[src/rtl/key_cond_pkg.sv]
// Shared types and constants for the key/reset conditioning block.
package key_cond_pkg;

  typedef enum logic [1:0] {
    POR_HOLD = 2'd0,
    RUN      = 2'd1,
    LP_HOLD  = 2'd2,
    WAIT_REL = 2'd3
  } rst_state_e;

  // Defaults sized for a 50 MHz system clock.
  localparam int unsigned DEF_NUM_KEYS          = 4;
  localparam int unsigned DEF_DEBOUNCE_CYCLES   = 500_000;
  localparam int unsigned DEF_LONG_PRESS_CYCLES = 100_000_000;
  localparam int unsigned DEF_RESET_HOLD_CYCLES = 1024;
  localparam int unsigned DEF_RESET_KEY         = 0;

  // Counter width able to hold 0..n-1, never narrower than one bit.
  function automatic int unsigned cnt_width(input int unsigned n);
    return (n < 2) ? 1 : $clog2(n);
  endfunction

endpackage

[src/rtl/key_debounce.sv]
// One pushbutton: two-flop synchroniser, debounce counter, press/release pulses.
module key_debounce
  import key_cond_pkg::*;
#(
  parameter int unsigned DEBOUNCE_CYCLES = DEF_DEBOUNCE_CYCLES
) (
  input  logic clk,
  input  logic rst_n,
  input  logic key_n,
  output logic level,
  output logic press,
  output logic released
);

  localparam int unsigned CW = cnt_width(DEBOUNCE_CYCLES);
  localparam logic [CW-1:0] CNT_LAST = CW'(DEBOUNCE_CYCLES - 1);

  logic          sync_q1;
  logic          sync_q2;
  logic          sync_pressed;
  logic          level_d;
  logic [CW-1:0] cnt;

  // Synchroniser resets to the released (high) pin level.
  always_ff @(posedge clk or negedge rst_n) begin
    if (!rst_n) begin
      sync_q1 <= 1'b1;
      sync_q2 <= 1'b1;
    end else begin
      sync_q1 <= key_n;
      sync_q2 <= sync_q1;
    end
  end

  assign sync_pressed = ~sync_q2;

  // Accept a new level only after it has differed for DEBOUNCE_CYCLES samples.
  always_ff @(posedge clk or negedge rst_n) begin
    if (!rst_n) begin
      cnt   <= '0;
      level <= 1'b0;
    end else if (sync_pressed == level) begin
      cnt <= '0;
    end else if (cnt == CNT_LAST) begin
      cnt   <= '0;
      level <= ~level;
    end else begin
      cnt <= cnt + CW'(1);
    end
  end

  always_ff @(posedge clk or negedge rst_n) begin
    if (!rst_n) begin
      level_d  <= 1'b0;
      press    <= 1'b0;
      released <= 1'b0;
    end else begin
      level_d  <= level;
      press    <= level & ~level_d;
      released <= ~level & level_d;
    end
  end

endmodule

[src/rtl/key_reset_conditioner.sv]
// KEY conditioning plus SoC reset sequencer (power-on hold, long-press reset).
// Optional sticky press capture and irq enabled by KEY_RESET_COND_IRQ_EN.
module key_reset_conditioner
  import key_cond_pkg::*;
#(
  parameter int unsigned NUM_KEYS          = DEF_NUM_KEYS,
  parameter int unsigned DEBOUNCE_CYCLES   = DEF_DEBOUNCE_CYCLES,
  parameter int unsigned LONG_PRESS_CYCLES = DEF_LONG_PRESS_CYCLES,
  parameter int unsigned RESET_HOLD_CYCLES = DEF_RESET_HOLD_CYCLES,
  parameter int unsigned RESET_KEY         = DEF_RESET_KEY
) (
  input  logic                clk_clk,
  input  logic                reset_reset_n,
  input  logic [NUM_KEYS-1:0] key_n_in,
  output logic [NUM_KEYS-1:0] key_level,
  output logic [NUM_KEYS-1:0] key_press,
  output logic [NUM_KEYS-1:0] key_release,
  output logic                soc_reset_n,
  input  logic [NUM_KEYS-1:0] edge_clear,
  output logic [NUM_KEYS-1:0] edge_capture,
  output logic                irq
);

  localparam int unsigned KW = cnt_width(NUM_KEYS);
  localparam int unsigned HW = cnt_width(RESET_HOLD_CYCLES);
  localparam int unsigned PW = cnt_width(LONG_PRESS_CYCLES + 1);
  localparam logic [HW-1:0] HOLD_LAST  = HW'(RESET_HOLD_CYCLES - 1);
  localparam logic [PW-1:0] PRESS_TRIP = PW'(LONG_PRESS_CYCLES);

  for (genvar i = 0; i < int'(NUM_KEYS); i++) begin : g_key
    key_debounce #(
      .DEBOUNCE_CYCLES(DEBOUNCE_CYCLES)
    ) u_debounce (
      .clk     (clk_clk),
      .rst_n   (reset_reset_n),
      .key_n   (key_n_in[i]),
      .level   (key_level[i]),
      .press   (key_press[i]),
      .released(key_release[i])
    );
  end

  logic          rk_level;
  rst_state_e    state;
  rst_state_e    state_nx;
  logic [HW-1:0] hold_cnt;
  logic [HW-1:0] hold_cnt_nx;
  logic [PW-1:0] press_cnt;
  logic [PW-1:0] press_cnt_nx;
  logic          soc_reset_n_nx;

  assign rk_level = key_level[KW'(RESET_KEY)];

  // Sequencer is reset only by the board reset, never by its own output.
  always_ff @(posedge clk_clk or negedge reset_reset_n) begin
    if (!reset_reset_n) begin
      state       <= POR_HOLD;
      hold_cnt    <= '0;
      press_cnt   <= '0;
      soc_reset_n <= 1'b0;
    end else begin
      state       <= state_nx;
      hold_cnt    <= hold_cnt_nx;
      press_cnt   <= press_cnt_nx;
      soc_reset_n <= soc_reset_n_nx;
    end
  end

  // Counters clear by default, so every transition and every idle RUN cycle zeroes them.
  always_comb begin
    state_nx     = state;
    hold_cnt_nx  = '0;
    press_cnt_nx = '0;
    case (state)
      POR_HOLD: begin
        if (hold_cnt == HOLD_LAST) state_nx = RUN;
        else                       hold_cnt_nx = hold_cnt + HW'(1);
      end
      RUN: begin
        if (rk_level) begin
          if (press_cnt + PW'(1) == PRESS_TRIP) state_nx = LP_HOLD;
          else                                  press_cnt_nx = press_cnt + PW'(1);
        end
      end
      LP_HOLD: begin
        if (hold_cnt == HOLD_LAST) state_nx = WAIT_REL;
        else                       hold_cnt_nx = hold_cnt + HW'(1);
      end
      WAIT_REL: begin
        if (!rk_level) state_nx = RUN;
      end
      default: state_nx = POR_HOLD;
    endcase
    soc_reset_n_nx = (state_nx == RUN) || (state_nx == WAIT_REL);
  end

`ifdef KEY_RESET_COND_IRQ_EN
  logic [NUM_KEYS-1:0] capture_nx;

  // A press in the same cycle as its clear keeps the flag set.
  assign capture_nx = (edge_capture & ~edge_clear) | key_press;

  always_ff @(posedge clk_clk or negedge reset_reset_n) begin
    if (!reset_reset_n) begin
      edge_capture <= '0;
      irq          <= 1'b0;
    end else begin
      edge_capture <= capture_nx;
      irq          <= |capture_nx;
    end
  end
`else
  logic unused_edge_clear;

  assign unused_edge_clear = ^edge_clear;
  assign edge_capture      = '0;
  assign irq               = 1'b0;
`endif

endmodule

[config.mk]
export PLATFORM = sky130hd
export DESIGN_NAME = key_reset_conditioner
export DESIGN_NICKNAME = d
export VERILOG_FILES = /design/src/rtl/key_cond_pkg.sv /design/src/rtl/key_debounce.sv /design/src/rtl/key_reset_conditioner.sv
export SDC_FILE = /design/constraint.sdc
export NUM_CORES = 1
export LEC_CHECK = 0
export ABC_AREA = 1
export BUFFER_PORTS_ARGS = -buffer_cell sky130_fd_sc_hd__buf_2
export CAP_MARGIN = 40
export CELL_PAD_IN_SITES_DETAIL_PLACEMENT = 1
export CELL_PAD_IN_SITES_GLOBAL_PLACEMENT = 1
export CORE_UTILIZATION = 30
export DETAILED_ROUTE_END_ITERATION = 12
export PLACE_DENSITY = 0.56
export SYNTH_ARGS = -nofsm -noshare
export SYNTH_HDL_FRONTEND = slang
export SYNTH_HIERARCHICAL = 1
export SYNTH_SLANG_ARGS = --single-unit
export TNS_END_PERCENT = 30
[constraint.sdc]
create_clock -name clk_clk -period 2.05 [get_ports clk_clk]
set_input_delay 0.205 -clock clk_clk [delete_from_list [all_inputs] [get_ports clk_clk]]
set_output_delay 0.205 -clock clk_clk [all_outputs]
set_load 0.01 [all_outputs]
==> After elaboration in Yosys (flattened, before gate mapping) <==
Cells that the tools add are included.
{ "word_totals": {"wordCells": 103, "output_inout_bits": 18, "reg_bits": 140} }
{ "op_classes": {"mux": 19, "add_sub_neg": 6, "bitwise": 24, "n_eq_ne": 15, "n_reduce_logical": 7} }
{ "ops": {"columns": ["cell", "count"], "rows": [
  ["two-way mux 19 bit", 8],
  ["two-way mux 27 bit", 3],
  ["adder 19 x 1 -> 19 bit (second input constant)", 4],
  ["== test 19 bit (second input constant)", 4],
  ["adder 27 x 1 -> 27 bit (second input constant)", 1],
  ["== test 27 bit (second input constant)", 1],
  ["two-way mux 10 bit", 2],
  ["inverter 1 bit", 16],
  ["adder 10 x 1 -> 10 bit (second input constant)", 1],
  ["== test 10 bit (second input constant)", 1],
  ["two-way mux 2 bit", 5],
  ["AND 1 bit", 8],
  ["case mux 2 bit (4 select lines)", 1],
  ["AND reduction 2 bit", 4],
  ["== test 2 bit (second input constant)", 3],
  ["== test 1 bit", 4],
  ["== test 2 x 1 -> 1 bit (second input constant)", 2],
  ["zero test 2 bit", 1],
  ["OR reduction 2 bit", 1],
  ["logical OR 1 bit", 1]
]} }

==> Longest topological paths before layout <==
Gate-level depths: netlist of run 1.
{ "depth": {"ltp_word": 7, "depth_mapped": 15} }

==> By module <==
Netlist of run 1, hierarchy kept.
{ "modules_own_cells": {"columns": ["mod", "instances", "cells_per_inst", "area_each_um2"], "rows": [
  ["key_debounce (g_key[0].u_debounce ...)", 3, 154, 1285.0],
  ["key_reset_conditioner", 1, 342, 2323.5],
  ["key_debounce (g_key[2].u_debounce)", 1, 154, 1251.2]
]} }

==> Worst setup path before layout of run 1 <==
No wires, ideal clock.
{ "synth_path": {"path_kind": "flip-flop to flip-flop", "from": "reg press_cnt[0]", "to": "reg press_cnt[25]", "n_path_buf": 1, "stages_incl_launch_ff": 14, "setup_ns": 0.123, "setup_slack_ns": 0.136, "required_time_ns": 1.927, "arrival_ns": 1.791, "path_cell_list": "dfrtp_1 > ha_1 > nand3_1 > inv_2 > nand2_2 > o21ai_0 > nand3_1 > nor2_1 > nand3_1 > nor2_1 > nand2_1 > nand2_4 > buf_6 > nor2_1"} }
{ "synth_between": {"elab_chain_len": 5} }
{ "synth_rtl": {"columns": ["item", "line_no", "rtl"], "rows": [
  ["start, declared", "key_reset_conditioner.sv:48", "logic [PW-1:0] press_cnt;"],
  ["start signal, assigned", "key_reset_conditioner.sv:64", "press_cnt <= press_cnt_nx;"],
  ["adder 27 x 1 -> 27 bit *", "key_reset_conditioner.sv:81, key_reset_conditioner.sv:82", null],
  ["== test 27 bit", "key_reset_conditioner.sv:81", "if (press_cnt + PW'(1) == PRESS_TRIP) state_nx = LP_HOLD;"],
  ["two-way mux 27 bit *", "key_reset_conditioner.sv:81", null],
  ["two-way mux 27 bit *", "key_reset_conditioner.sv:80", "if (rk_level) begin"],
  ["two-way mux 27 bit *", "key_reset_conditioner.sv:74", "case (state)"],
  ["named net press_cnt_nx[25]", "key_reset_conditioner.sv:49", "logic [PW-1:0] press_cnt_nx;"]
]} }
Mark *: on every way through the listed nets, which the timed path passes. The rest lies on a longest branch.
A chain may end at the register's enable or synchronous reset.

==> Worst setup path in the final report of run 1 <==
{ "layout_path": {"from": "reg press_cnt[0]", "to": "reg press_cnt[15]"} }
The elaborated chain is that of the path after synthesis.

==> results of run 1 <==
-- layer usage --
layer	up-vias	track usage	wire, µm
met2	38	0.266	9330
met4	0	0.0372	153
li1	3172	-	-
met1	3019	0.211	9250
met3	11	0.0344	351
met5	-	0	0
-- path summary, 6_finish.rpt --
check                                                  from                           to  depth (start not counted)
worst max register to register                 press_cnt[0]                press_cnt[15]                         13
worst max-delay path                           press_cnt[0]                press_cnt[15]                         13
worst min-delay path                          reset_reset_n                press_cnt[22]                          2
worst min register to register  g_key[2].u_debounce/sync_q1  g_key[2].u_debounce/sync_q2                          0
max in group asynchronous                     reset_reset_n  g_key[3].u_debounce/sync_q2                          3
min in group clk_clk            g_key[2].u_debounce/sync_q1  g_key[2].u_debounce/sync_q2                          0
-- stage by stage --
step	utilization	setup TNS [ps]	hold slack, ps	total power, mW
final	0.390	-211	304	6.03
after CTS	0.379	-0.128	325	6.16
after detailed placement	0.340	-2840	201	3.01
after floorplan	-	0	-90.6	2.91
after global placement	0.340	-2780	206	3.01
after global routing	0.390	-2690	338	6.31
-- power breakdown --
| group | total (mW) | internal (mW) | leakage [nW] | switching [mW] |
|---|---|---|---|---|
| Sequential | 2.79 | 2.78 | 1.88 | 0.0175 |
| Combinational | 0.167 | 0.0475 | 1.88 | 0.120 |
| Clock | 3.07 | 1.83 | 0.272 | 1.24 |
| Total | 6.03 | 4.65 | 4.03 | 1.38 |
-- worst max-delay path, cell delays in order, from the launching register on --
cell and delay, ps:
dfrtp_1 410, ha_4 170, nand3_4 100, inv_4 100
buf_4 110, nand3_2 130, xnor2_1 180, nor2_1 170
nand3_2 110, nor2_4 110, buf_6 120, nand2_8 80
nand2_8 130, nor2_1 60
-- logic make-up (layout without fill, tap and decap cells) --
| logic type | count (synthesis) | in the layout |
|---|---|---|
| compound gates | 43 | 43 |
| buf+inv | 124 | 238 |
| simple gates | 597 | 599 |
| other cells | 1 | 5 |
| xor+xnor | 48 | 48 |
| fa+ha+maj | 6 | 6 |
| flops | 139 | 139 |
-- cell type report --
cell class              count  area [µm²]
inverters                 115         437
fillers                  2952       14800
multi-input cells         701        3850
well taps                 324         405
flip-flops and latches    139        3500
clock inverters            13         143
clock buffers              19         443
repair buffers             91         712
-- cell usage in the layout (no fill, tap or decap), types with 7 or more instances in the layout --
master,Yosys,final
buf_4,6,58
buf_2,0,17
inv_2,8,10
o21ai_1,14,16
xor2_1,26,25
nor2_4,17,31
nor2_1,220,183
inv_1,107,103
nor3b_1,7,7
nand3_1,67,57
nand2_2,20,34
clkbuf_16,0,17
nand4_1,13,13
nand2_1,209,188
buf_6,1,9
dfrtp_1,131,125
a21oi_1,15,15
xnor2_1,19,19
dfstp_2,8,8
nand3_2,4,11
nand2_4,4,11
nor2_2,20,43
nor3_1,8,8
-- timing repair --
action	in CTS	in global routing
endpoints found under the hold margin	47	0
gates resized for setup	60	65
setup endpoints to repair	19	19
setup buffers	11	8
pin swaps	19	32
hold buffers	5	0
cloned	2	0
==> flow_metrics.py, run 1 <==
metrics = {
    "status": {
        "status": "complete, but fails checks",
        "violations": "negative setup slack",
    },
    "sta": {
        "worstMarginPinSlew_ps": 590,
        "period_share": 1.02,
        "fmax_ghz": 0.479,
        "rsz0062_at_grt": "true",
        "fin_crit_ps": 2090,
        "finalMaxSlewViolations": 0,
        "setup_viol": 15,
        "clock_skew_ps": 8.40,
        "slew_headroom": 0.606,
        "finalHoldViolations": 0,
        "setup_ws_ps": -37.3,
    },
    "yosys": {
        "synth_top_family_by_area": "simple AND/OR/NAND/NOR gates",
        "synthTopCellsByCount": "nor2_1, nand2_1, dfrtp_1",
        "post_synth_num_cell_types": 34,
        "synth-xor-area-share": 0.0596,
        "async_flop_share": 1.00,
        "synthAdderAreaFrac": 0.0101,
        "yosysTopAreaCellShare": 0.441,
        "yosysSeqAreaShare": 0.470,
        "avgSynthCellArea_um2": 7.76,
        "syn_area_um2": 7430,
        "synth_top_cell_by_area": "dfrtp_1",
        "ys.flop_type": "dfrtp_1",
        "yosys.area_share.simple": 0.363,
        "synth_edf_count": 0,
        "synthCells": 958,
        "synth_compound_area_frac": 0.0303,
        "ys_seq_elements": 139,
        "yosysMostFrequentCell": "nor2_1",
        "synth.area.mux_share": 0,
        "synth.area.top_cells": "dfrtp_1, nor2_1, nand2_1",
        "synth-warning-count": 6,
    },
    "routing": {
        "post-route-drc-count": 0,
        "num_vias": 6240,
        "postRouteWirelength_mm": 19.1,
        "route.detailed.wl_per_inst_um": 13.6,
        "drtIter0Drc": 246,
        "dr.pass1.iters": 4,
        "ant_nets": 0,
        "viasPerCell": 4.45,
    },
    "critical_path": {
        "rrSetupSlack_ps": -40,
        "crit_type": "register to register",
        "cp.arrival_ps": 2400,
        "cp.required_ps": 2360,
        "worstPathMaxFanout": 8,
        "critPathCaptureType": "register",
        "critPathLaunchType": "register",
    },
    "floorplan": {
        "fp.coreArea_um2": 24300,
        "dieArea_um2": 25400,
        "io_pins": 28,
        "rows": 57,
        "die_x_um": 159,
        "initial_core_util": 0.305,
        "die_h_um": 159,
    },
    "placement": {
        "io_buffer_count": 18,
        "dp_hpwl_mm": 13.7,
        "placed_cell_area_um2": 8260,
        "place_ws_ps": -173,
        "gp_congestion": 0.771,
        "dp_cells": 1344,
    },
    "cells_and_area": {
        "reg.largest.list": "g_key.u_debounce/cnt x76, press_cnt x27, hold_cnt x10",
        "postLayoutCellArea_um2": 9490,
        "largest_register": "g_key.u_debounce/cnt",
        "synthToLayoutAreaGrowth_pct": 27.7,
        "nNetsFinal": 1081,
        "layout.cells.non_filler": 1402,
        "largest_register_ffs": 76,
        "final_layout_size_suffix_gt1_frac": 0.265,
        "num_antenna_cells": 0,
    },
    "clocking": {
        "numClockSinks": 139,
        "clkTransAtPathRegs_ps": 60,
        "cts-root-buf": "clkbuf_16",
        "cts_max_path_buffers": 2,
        "cts_tree": "yes",
        "worstSkewPairLatency_ps": 420,
        "cts-htree-levels": 4,
        "cts_buffers": 17,
    },
    "pwr": {
        "leakagePower_nw": 4.03,
        "p_per_area_nw_per_um2": 636,
        "ir_drop_mv": 0.463,
    },
    "global_route": {
        "grt.total_usage": 0.159,
        "grt_pass1_wl_mm": 32.6,
        "grt_remaining_overflow": 0,
        "grt_pass1_vias": 6474,
        "grt_max_degree": 52,
        "antenna_found_initial": 0,
    },
    "run": {
        "max-cap-violations": 0,
    },
    "worst_hold_path": {
        "hold_path.class": "input pin to asynchronous set/reset pin",
    },
}
Power figures use the tool's default switching activity.
==> run 2: changes to the inputs <==
Settings changed: PLACE_DENSITY 0.56 to unset, PLACE_DENSITY_LB_ADDON set to 0.25, SYNTH_HIERARCHICAL 1 to unset, TNS_END_PERCENT 30 to unset.
==> flow_metrics.py, run 2 <==
metrics = {
    "status": {
        "violations": "negative setup slack",
        "status": "complete, but fails checks",
    },
    "floorplan": {
        "dieArea_um2": 23400,
        "die_h_um": 153,
        "io_pins": 28,
        "rows": 54,
        "initial_core_util": 0.309,
        "fp.coreArea_um2": 22100,
        "die_x_um": 153,
    },
    "pwr": {
        "pwr-share-comb": 0.028,
        "p_int_mw": 4.62,
        "ir_drop_mv": 0.540,
        "leakagePower_nw": 3.77,
        "power.total_mw": 6.00,
        "p_per_area_nw_per_um2": 710,
        "switching_share": 0.230,
        "p_sw_mw": 1.38,
        "pwr-share-clk": 0.505,
        "pwr-share-seq": 0.466,
    },
    "global_route": {
        "grt_remaining_overflow": 0,
        "grt_pass1_vias": 5922,
        "antenna_found_initial": 0,
        "grt_max_degree": 55,
        "grt.total_usage": 0.148,
        "grt_pass1_wl_mm": 28.0,
    },
    "yosys": {
        "synthTopCellsByCount": "nand2_1, nor2_1, dfrtp_1",
        "yosysTopAreaCellShare": 0.480,
        "yosysMostFrequentCell": "nand2_1",
        "ys.flop_type": "dfrtp_1",
        "avgSynthCellArea_um2": 8.07,
        "yosysSeqAreaShare": 0.510,
        "synth-warning-count": 0,
        "ys_seq_elements": 139,
        "synth_edf_count": 0,
        "synth_top_cell_by_area": "dfrtp_1",
        "synth.area.top_cells": "dfrtp_1, nand2_1, nor2_1",
        "synthCells": 847,
        "syn_area_um2": 6840,
        "post_synth_num_cell_types": 34,
        "async_flop_share": 1.00,
    },
    "cells_and_area": {
        "reg.largest.list": "g_key.u_debounce.cnt x76, press_cnt x27, hold_cnt x10",
        "final_core_util": 0.382,
        "final_common_cell": "nand2_1",
        "synthToLayoutAreaGrowth_pct": 23.6,
        "layout.cells.non_filler": 1224,
        "final_layout_size_suffix_gt1_frac": 0.189,
        "final_cell_mix": "nand2_1, dfrtp_1, inv_1",
        "fillers": 2623,
        "nNetsFinal": 947,
        "num_antenna_cells": 0,
        "largest_register": "g_key.u_debounce.cnt",
        "largest_register_ffs": 76,
    },
    "clocking": {
        "worstSkewPairLatency_ps": 430,
        "numClockSinks": 139,
        "cts-htree-levels": 4,
        "cts_tree": "yes",
        "clkTransAtPathRegs_ps": 60,
        "cts_buffers": 17,
        "cts_max_path_buffers": 2,
        "cts-root-buf": "clkbuf_16",
    },
    "placement": {
        "io_buffer_count": 18,
        "gp_congestion": 0.782,
        "dp_hpwl_mm": 11.6,
        "place_ws_ps": -90.3,
        "dp_cells": 1179,
    },
    "critical_path": {
        "cp.arrival_ps": 2410,
        "critPathCaptureType": "register",
        "rrSetupSlack_ps": -50,
        "crit_slowest_cell": "dfrtp_1",
        "crit_path_start": "press_cnt[0]",
        "rr_endpoint": "press_cnt[10]",
        "crit_chain": "ha_2 > nand2_2 > nor2_4 > nand2_4 > nor2_4 > nand2_1 > nand2_2 > nand3_2 > nor2_4 > nand2_2 > nor2_4 > nand2_2 > nand2_4 > buf_12 > nor2_2",
        "timing.rr.start": "press_cnt[0]",
        "worstPathMaxFanout": 7,
        "max_stage_delay_ps": 360,
        "critPathLaunchType": "register",
        "cp.required_ps": 2360,
        "crit_type": "register to register",
        "rr_worst_depth": 15,
    },
    "routing": {
        "postRouteWirelength_mm": 16.1,
        "ant_nets": 0,
        "drtIter0Drc": 190,
        "route.detailed.wl_per_inst_um": 13.1,
        "viasPerCell": 4.61,
        "dr.pass1.iters": 4,
        "num_vias": 5640,
        "post-route-drc-count": 0,
    },
    "sta": {
        "finalMaxSlewViolations": 0,
        "period_share": 1.02,
        "worstMarginPinSlew_ps": 558,
        "setup_ws_ps": -49.9,
        "fin_crit_ps": 2100,
        "clock_skew_ps": 9.01,
        "fmax_ghz": 0.476,
        "slew_headroom": 0.628,
        "setup_viol": 18,
        "rsz0062_at_grt": "true",
        "finalHoldViolations": 0,
    },
    "worst_hold_path": {
        "hold_path.class": "input pin to asynchronous set/reset pin",
    },
    "run": {
        "max-cap-violations": 0,
    },
}
## run 2: worst max path at each step
stage	end	slack, ps	cells after the start
after global placement	press_cnt[16]	-50	15
after detailed placement	press_cnt[16]	-90	15
after CTS	press_cnt[21]	-50	15
after floorplan	press_cnt[14]	130	15
final	press_cnt[10]	-50	15
after global routing	press_cnt[12]	-210	14
## run 2: power by group through the flow
stage	registers, mW	logic (mW)	clock network, mW
finish	2.80	0.170	3.03
global route	2.80	0.200	3.23
CTS	2.79	0.179	3.13
detailed placement	2.84	0.171	0
global placement	2.84	0.169	0
floorplan	2.84	0.0695	0
## run 2: per-stage QoR
step                instance area [µm²]  hold WS (ps)  setup TNS, ps
floorplan                          6850         -90.6              0
global placement                   7590           215           -791
detailed placement                 7590           225          -1410
CTS                                8280           328           -735
global route                       8450           361          -3870
finish                             8450           309           -667
## run 2: cell type report
| class | instances | area, µm² | area share |
|---|---|---|---|
| well taps | 280 | 350 | 0.0415 |
| clock buffers | 17 | 425 | 0.0504 |
| inverters | 125 | 469 | 0.0555 |
| flip-flops and latches | 139 | 3490 | 0.413 |
| repair buffers | 81 | 648 | 0.0767 |
| clock inverters | 15 | 150 | 0.0178 |
| multi-input cells | 567 | 2920 | 0.345 |
## run 2: repair_timing
| action | CTS | global route |
|---|---|---|
| pin swaps | 9 | 16 |
| hold buffers | 5 | 0 |
| gates cloned | 0 | 0 |
| setup buffers | 2 | 6 |
| endpoints found under the setup margin | 20 | 31 |
| gates resized for setup | 15 | 39 |
| hold endpoints to repair | 51 | 0 |
## run 2: worst max-delay path, delay by kind of cell (launching register included)
kind | cells | cell delay (ps)
adder cells (fa/ha/maj) | 1 | 200
buffers and inverters | 1 | 130
flip-flops | 1 | 360
AND/OR/NAND/NOR | 13 | 1280
## run 2: cell families (layout without fill, tap and decap cells)
logic type                 Yosys count  count (layout)  share of synthesized area
AOI/OAI and AO/OA                   82              82                     0.0664
xor gates and xnor gates            27              27                     0.0346
adders and majority gates            6               6                     0.0110
buffers and inverters              145             238                     0.0900
DFF                                139             139                      0.510
muxes                                1               1                    0.00146
other                                1               5                   0.000549
and+or+nand+nor                    446             446                      0.286
## run 2: layer usage
layer | wire length [µm] | track usage | up-vias
met4 | 242 | 0.0563 | 0
li1 | - | - | 2844
met2 | 7860 | 0.253 | 39
met5 | 0 | 0 | -
met3 | 319 | 0.0298 | 19
met1 | 7650 | 0.185 | 2738
